**src/rtl/pmod_enc_debouncer.sv**
```systemverilog
// Two-flop synchronizer plus per-channel stability-counter debouncer for the PMOD ENC lines.
// Emits registered debounced levels and one-cycle rise/fall pulses per channel.
module pmod_enc_debouncer #(
    parameter int unsigned         N_CH          = 4,
    parameter int unsigned         STABLE_CYCLES = 50000,
    parameter int unsigned         CNT_W         = 16,
    parameter logic [N_CH-1:0]     RESET_LEVEL   = 4'b0011
) (
    input  logic            clk,
    input  logic            reset,
    input  logic [N_CH-1:0] in,
    output logic [N_CH-1:0] out,
    output logic [N_CH-1:0] rise,
    output logic [N_CH-1:0] fall
);

    localparam logic [CNT_W-1:0] LP_LAST = CNT_W'(STABLE_CYCLES - 1);

    logic [N_CH-1:0]  r_s1;
    logic [N_CH-1:0]  r_s2;
    logic [N_CH-1:0]  r_out;
    logic [N_CH-1:0]  r_rise;
    logic [N_CH-1:0]  r_fall;
    logic [CNT_W-1:0] r_cnt [N_CH];

    always_ff @(posedge clk or posedge reset) begin
        if (reset) begin
            r_s1   <= RESET_LEVEL;
            r_s2   <= RESET_LEVEL;
            r_out  <= RESET_LEVEL;
            r_rise <= '0;
            r_fall <= '0;
            for (int unsigned i = 0; i < N_CH; i++) begin
                r_cnt[i] <= '0;
            end
        end else begin
            r_s1 <= in;
            r_s2 <= r_s1;
            for (int unsigned i = 0; i < N_CH; i++) begin
                r_rise[i] <= 1'b0;
                r_fall[i] <= 1'b0;
                // Any return to the current level discards the partial count.
                if (r_s2[i] == r_out[i]) begin
                    r_cnt[i] <= '0;
                end else if (r_cnt[i] == LP_LAST) begin
                    r_out[i]  <= r_s2[i];
                    r_cnt[i]  <= '0;
                    r_rise[i] <= r_s2[i];
                    r_fall[i] <= ~r_s2[i];
                end else begin
                    r_cnt[i] <= r_cnt[i] + CNT_W'(1);
                end
            end
        end
    end

    assign out  = r_out;
    assign rise = r_rise;
    assign fall = r_fall;

endmodule
```
**config.mk**
```make
export PLATFORM = sky130hd
export DESIGN_NAME = pmod_enc_debouncer
export DESIGN_NICKNAME = d
export VERILOG_FILES = /design/src/rtl/pmod_enc_debouncer.sv
export SDC_FILE = /design/constraint.sdc
export NUM_CORES = 1
export LEC_CHECK = 0
export ABC_AREA = 1
export CORE_MARGIN = 3
export CORE_UTILIZATION = 60
export DETAILED_ROUTE_END_ITERATION = 8
export PLACE_DENSITY = 0.79
export SLEW_MARGIN = 20
export SYNTH_ARGS = -nofsm -noshare
export SYNTH_HDL_FRONTEND = slang
export SYNTH_SLANG_ARGS = --single-unit
```
**constraint.sdc**
```tcl
create_clock -name clk -period 3.2 [get_ports clk]
set_input_delay 0.64 -clock clk [delete_from_list [all_inputs] [get_ports clk]]
set_output_delay 0.64 -clock clk [all_outputs]
set_load 0.03 [all_outputs]
```
### Word level (Yosys, flattened, before mapping)

Index checks and enable logic that the tools add are counted.

| cells by class | value |
|---|---|
| eq/ne operators | 8 |
| $add $sub $neg | 4 |
| reductions and logical operators | 4 |
| $lt $le $gt $ge | 0 |
| div/mod/pow operators | 0 |
| multiply operators | 0 |
| bitwise gates (word level) | 8 |
| shifts and indexed selects | 0 |
| muxes and demuxes | 24 |

Operators with widths:

| kind | number |
|---|---|
| 2-to-1 mux 16 bit | 8 |
| adder 16 x 1 -> 16 bit (second input constant) | 4 |
| equality test 16 bit (second input constant) | 4 |
| 2-to-1 mux 1 bit | 16 |
| inverter 1 bit | 8 |
| AND reduction 2 bit | 4 |
| equality test 1 bit | 4 |

| word-level totals | value |
|---|---|
| bits in read-only memories | 0 |
| input bits | 6 |
| logic and storage cells | 60 |
| output and inout bits | 12 |
| latch bits | 0 |
| memories | 0 |
| flip-flop bits (word level) | 84 |
| bits in writable memories | 0 |

### Depth between registers and ports, before layout

| depth | value |
|---|---|
| depth in word-level cells | 3 |
| gate-level depth with buffers | 8 |
| mapped depth without buffers | 8 |

### Least setup slack after synthesis

Ideal clock, no wire load.

| timing | value |
|---|---|
| kind | reg2reg |
| from | reg r_out[0] (netlist: out[0]) |
| to | reg r_cnt[53] (netlist bit) |
| setup time | 120 ps |
| path buffers | 1 |
| data arrival time | 1253 ps |
| cell stages (with the launch flop) | 6 |
| period minus slack after synthesis | 1373 ps |
| setup slack | 1827 ps |
| data required time | 3080 ps |
| cell sequence | dfstp_2 > nor2_1 > or2_2 > buf_2 > inv_1 > nor2_1 |

| between the ends | value |
|---|---|
| word-level cells in the longest chain between the ends | 2 |

Ends and longest elaborated chain:

| what | line | source |
|---|---|---|
| start, declared | 21 | `logic [N_CH-1:0] r_out;` |
| start signal, assigned by index | 46 | `r_out[i] <= r_s2[i];` |
| equality test 1 bit | 43 | `if (r_s2[i] == r_out[i]) begin` |
| 2-to-1 mux 16 bit | 43 |  |
| end signal, assigned by index | 51 | `r_cnt[i] <= r_cnt[i] + CNT_W'(1);` |
| end, declared | 24 | `logic [CNT_W-1:0] r_cnt [N_CH];` |

Every way passes these cells.
A chain may end at the register's enable or synchronous reset.

### Worst setup path after layout

| timing | value |
|---|---|
| from | reg r_out[0] (netlist: out[0]) |
| to | out out[0] |

RTL lines:

| what | line | source |
|---|---|---|
| end, declared | 12 | `output logic [N_CH-1:0] out,` |

No word-level cell between the ends.

==> results_dict.tcl <==
set metrics [dict create \
    status "complete, no violations" \
    htreeDepth 3 \
    rows 29 \
    via_count 3338 \
    cts_setup_buffers 0 \
    reg2reg_from "r_cnt[32]" \
    cts_resized 0 \
    period_share_pct 69.0 \
    cp_slowest_cell "clkdlybuf4s50_1" \
    power_mw 1.88 \
    yosys.area.top_type "dfrtp_1" \
    diodes 0 \
    numCtsBuffers 9 \
    hold_class "reg -> reg" \
    drive_gt1_share_pct 6.83 \
    cellPowerDensity_nw_per_um2 404 \
    firstDrtPassIters 4 \
    cts_hold_buf 0 \
    synth_common_cells "nor2_1, nand2_1, dfrtp_1" \
    finalHoldViolCount 0 \
    antenna_found_initial 0 \
    min_period_ns 2.21 \
    grt_pass1_wl_mm 13.6 \
    worst_hold_path.num_cells 0 \
    die_w_um 89.5 \
    critPathTopFamily "buffers and inverters" \
    finalMaxSlewViolations 0 \
    tns_ns 0 \
    grt_pass1_vias 3152 \
    placement.io_buffers 17 \
    tightestPinTransition_ns 0.721 \
    overflow 0 \
    max_freq_ghz 0.453 \
    post-route-util_pct 70.9 \
    cp-startpoint "out[0]" \
    syn_area_um2 4190 \
    min_from "r_s1[1]" \
    placed_cells 633 \
    final_cell_area_um2 4660 \
    clk_pin_slew_worst_paths_ns 0.08 \
    vias_per_cell 5.14 \
    grtUsageTotal_pct 21.8 \
    synthTopCellsByArea "dfrtp_1, nor2_1, nand2_1" \
    ios 18 \
    cts_buffer_depth 2 \
    hpwlAfterDp_mm 5.52 \
    crit_fanout 4 \
    synth-async-reset-ratio_pct 100 \
    synth_seq_area_share_pct 50.4 \
    synth-edff-count 0 \
    yosys.cell_count.top_type "nor2_1" \
    vdd_drop_max_mv 0.301 \
    relSlewSlack_pct 51.9 \
    rsz0062_at_grt "no" \
    cts-root-buf "clkbuf_8" \
    fin_cells 649 \
    tritoncts "done" \
    p_leak_nw 2.14 \
    start_util_pct 63.7 \
    grt_max_degree 44 \
    setup_viol 0 \
    cts_num_sinks 84 \
    synth_top_area_share_pct 46.6 \
    synthesis.nets 535 \
    critPathBufInv 1 \
    drtIter0Drc 167 \
    crit_required_ns 2.56 \
    wirelength_mm 7.69 \
    slowest_delay_ns 0.67 \
    cp-start-kind "register" \
    gp_congestion 0.886 \
    fin_worst_skew_ns 0.0112 \
    crit_cells 1 \
    yosys_warnings 0 \
    ys_seq_elements 84 \
    die_area_um2 8020 \
    max-cap-violations 0 \
    wl_per_cell_um 11.8 \
    syn_to_final_growth_pct 11.3 \
    clk_latency_ns 0.35 \
    rr_worst_depth 6 \
    syn_area_per_cell_um2 7.97 \
    ant_nets 0 \
    syn_inst 525 \
    arrival_ns 1.57 \
    die_h_um 89.5 \
    synth-main-ff-cell "dfrtp_1" \
    ys_types 25 \
    dpl_cell_area_um2 4480 \
    nNetsFinal 561 \
    fp.coreArea_um2 6570 \
    end_kind "output port" \
    drc_errors 0 \
    critical_path_class "reg -> out" \
    path_cells "clkdlybuf4s50_1" \
]
## where the power goes
| part | internal (mW) | switching, mW |
|---|---|---|
| Clock | 0.360 | 0.347 |
| Combinational | 0.0269 | 0.0516 |
| Sequential | 1.08 | 0.0159 |
## cells by family (layout without fill, tap and decap cells)
family | after synthesis | in the layout | share of synthesized area (%)
xor+xnor | 30 | 30 | 6.28
fa+ha+maj | 4 | 4 | 1.20
simple gates | 320 | 320 | 32.9
buf+inv | 60 | 91 | 5.47
flops | 84 | 84 | 50.4
compound gates | 27 | 27 | 3.77
## stage by stage
stage                     worst slack [ns]  hold WS (ns)
after floorplan                      0.405         0.331
after global routing                 0.945         0.357
after global placement                1.36         0.334
after detailed placement              1.36         0.339
after CTS                            0.971         0.352
final                                0.993         0.355
## registers in the layout, indices dropped and copies added, names as in the netlist
| signal | count |
|---|---|
| r_cnt | 64 |
| r_s1 | 4 |
| r_s2 | 4 |
| fall | 4 |
| rise | 4 |
| out | 4 |
## cells in the final DEF, fill, tap and decap left out
| cell | netlist | routed |
|---|---|---|
| dfstp_2 | 6 | 6 |
| nor3b_1 | 1 | 1 |
| clkdlybuf4s50_1 | 0 | 17 |
| xnor2_1 | 11 | 11 |
| nand3_2 | 3 | 3 |
| nand3b_1 | 3 | 3 |
| dfrtp_1 | 78 | 78 |
| nand2_4 | 3 | 3 |
| a31oi_1 | 6 | 6 |
| nand3_1 | 44 | 44 |
| xor2_1 | 19 | 19 |
| buf_12 | 0 | 1 |
| nor3_1 | 7 | 7 |
| nand2_1 | 91 | 91 |
| clkbuf_1 | 0 | 4 |
| nand2_2 | 4 | 4 |
| o21bai_1 | 6 | 6 |
| or2_1 | 1 | 1 |
| bufinv_16 | 0 | 1 |
| ha_1 | 4 | 4 |
| nand4_1 | 8 | 8 |
| or2_2 | 3 | 3 |
| inv_1 | 57 | 56 |
| o21ai_0 | 3 | 3 |
| clkbuf_8 | 0 | 9 |
| nor3_2 | 1 | 1 |
| a21oi_1 | 12 | 12 |
| clkinv_2 | 0 | 3 |
| nor2_1 | 147 | 147 |
| nor2_2 | 4 | 4 |
## worst paths after layout
| path | endpoint | slack [ns] |
|---|---|---|
| hold reg to reg | r_s2[1] | 0.35 |
| min in group asynchronous | fall[2] | 0.69 |
| hold / removal | r_s2[1] | 0.35 |
| setup reg to reg | r_cnt[46] | 1.74 |
| setup / recovery | out[0] | 0.99 |
| max in group asynchronous | r_s2[0] | 1.77 |
## layout make-up
| class | count | area [µm²] |
|---|---|---|
| Tap cell | 93 | 116 |
| Clock inverter | 3 | 40.0 |
| Clock buffer | 13 | 139 |
| Timing Repair Buffer | 18 | 190 |
| Inverter | 57 | 215 |
| Multi-Input combinational cell | 381 | 1850 |
| Sequential cell | 84 | 2110 |
| Fill cell | 513 | 1910 |
## layer usage
metal,GRT usage [%],share of wire [%]
met1,28.9,47
met2,35.4,47
met4,9.20,1.9
met3,3.96,4.0
met5,0,0
Note: power is estimated with default switching activity, not from simulation.
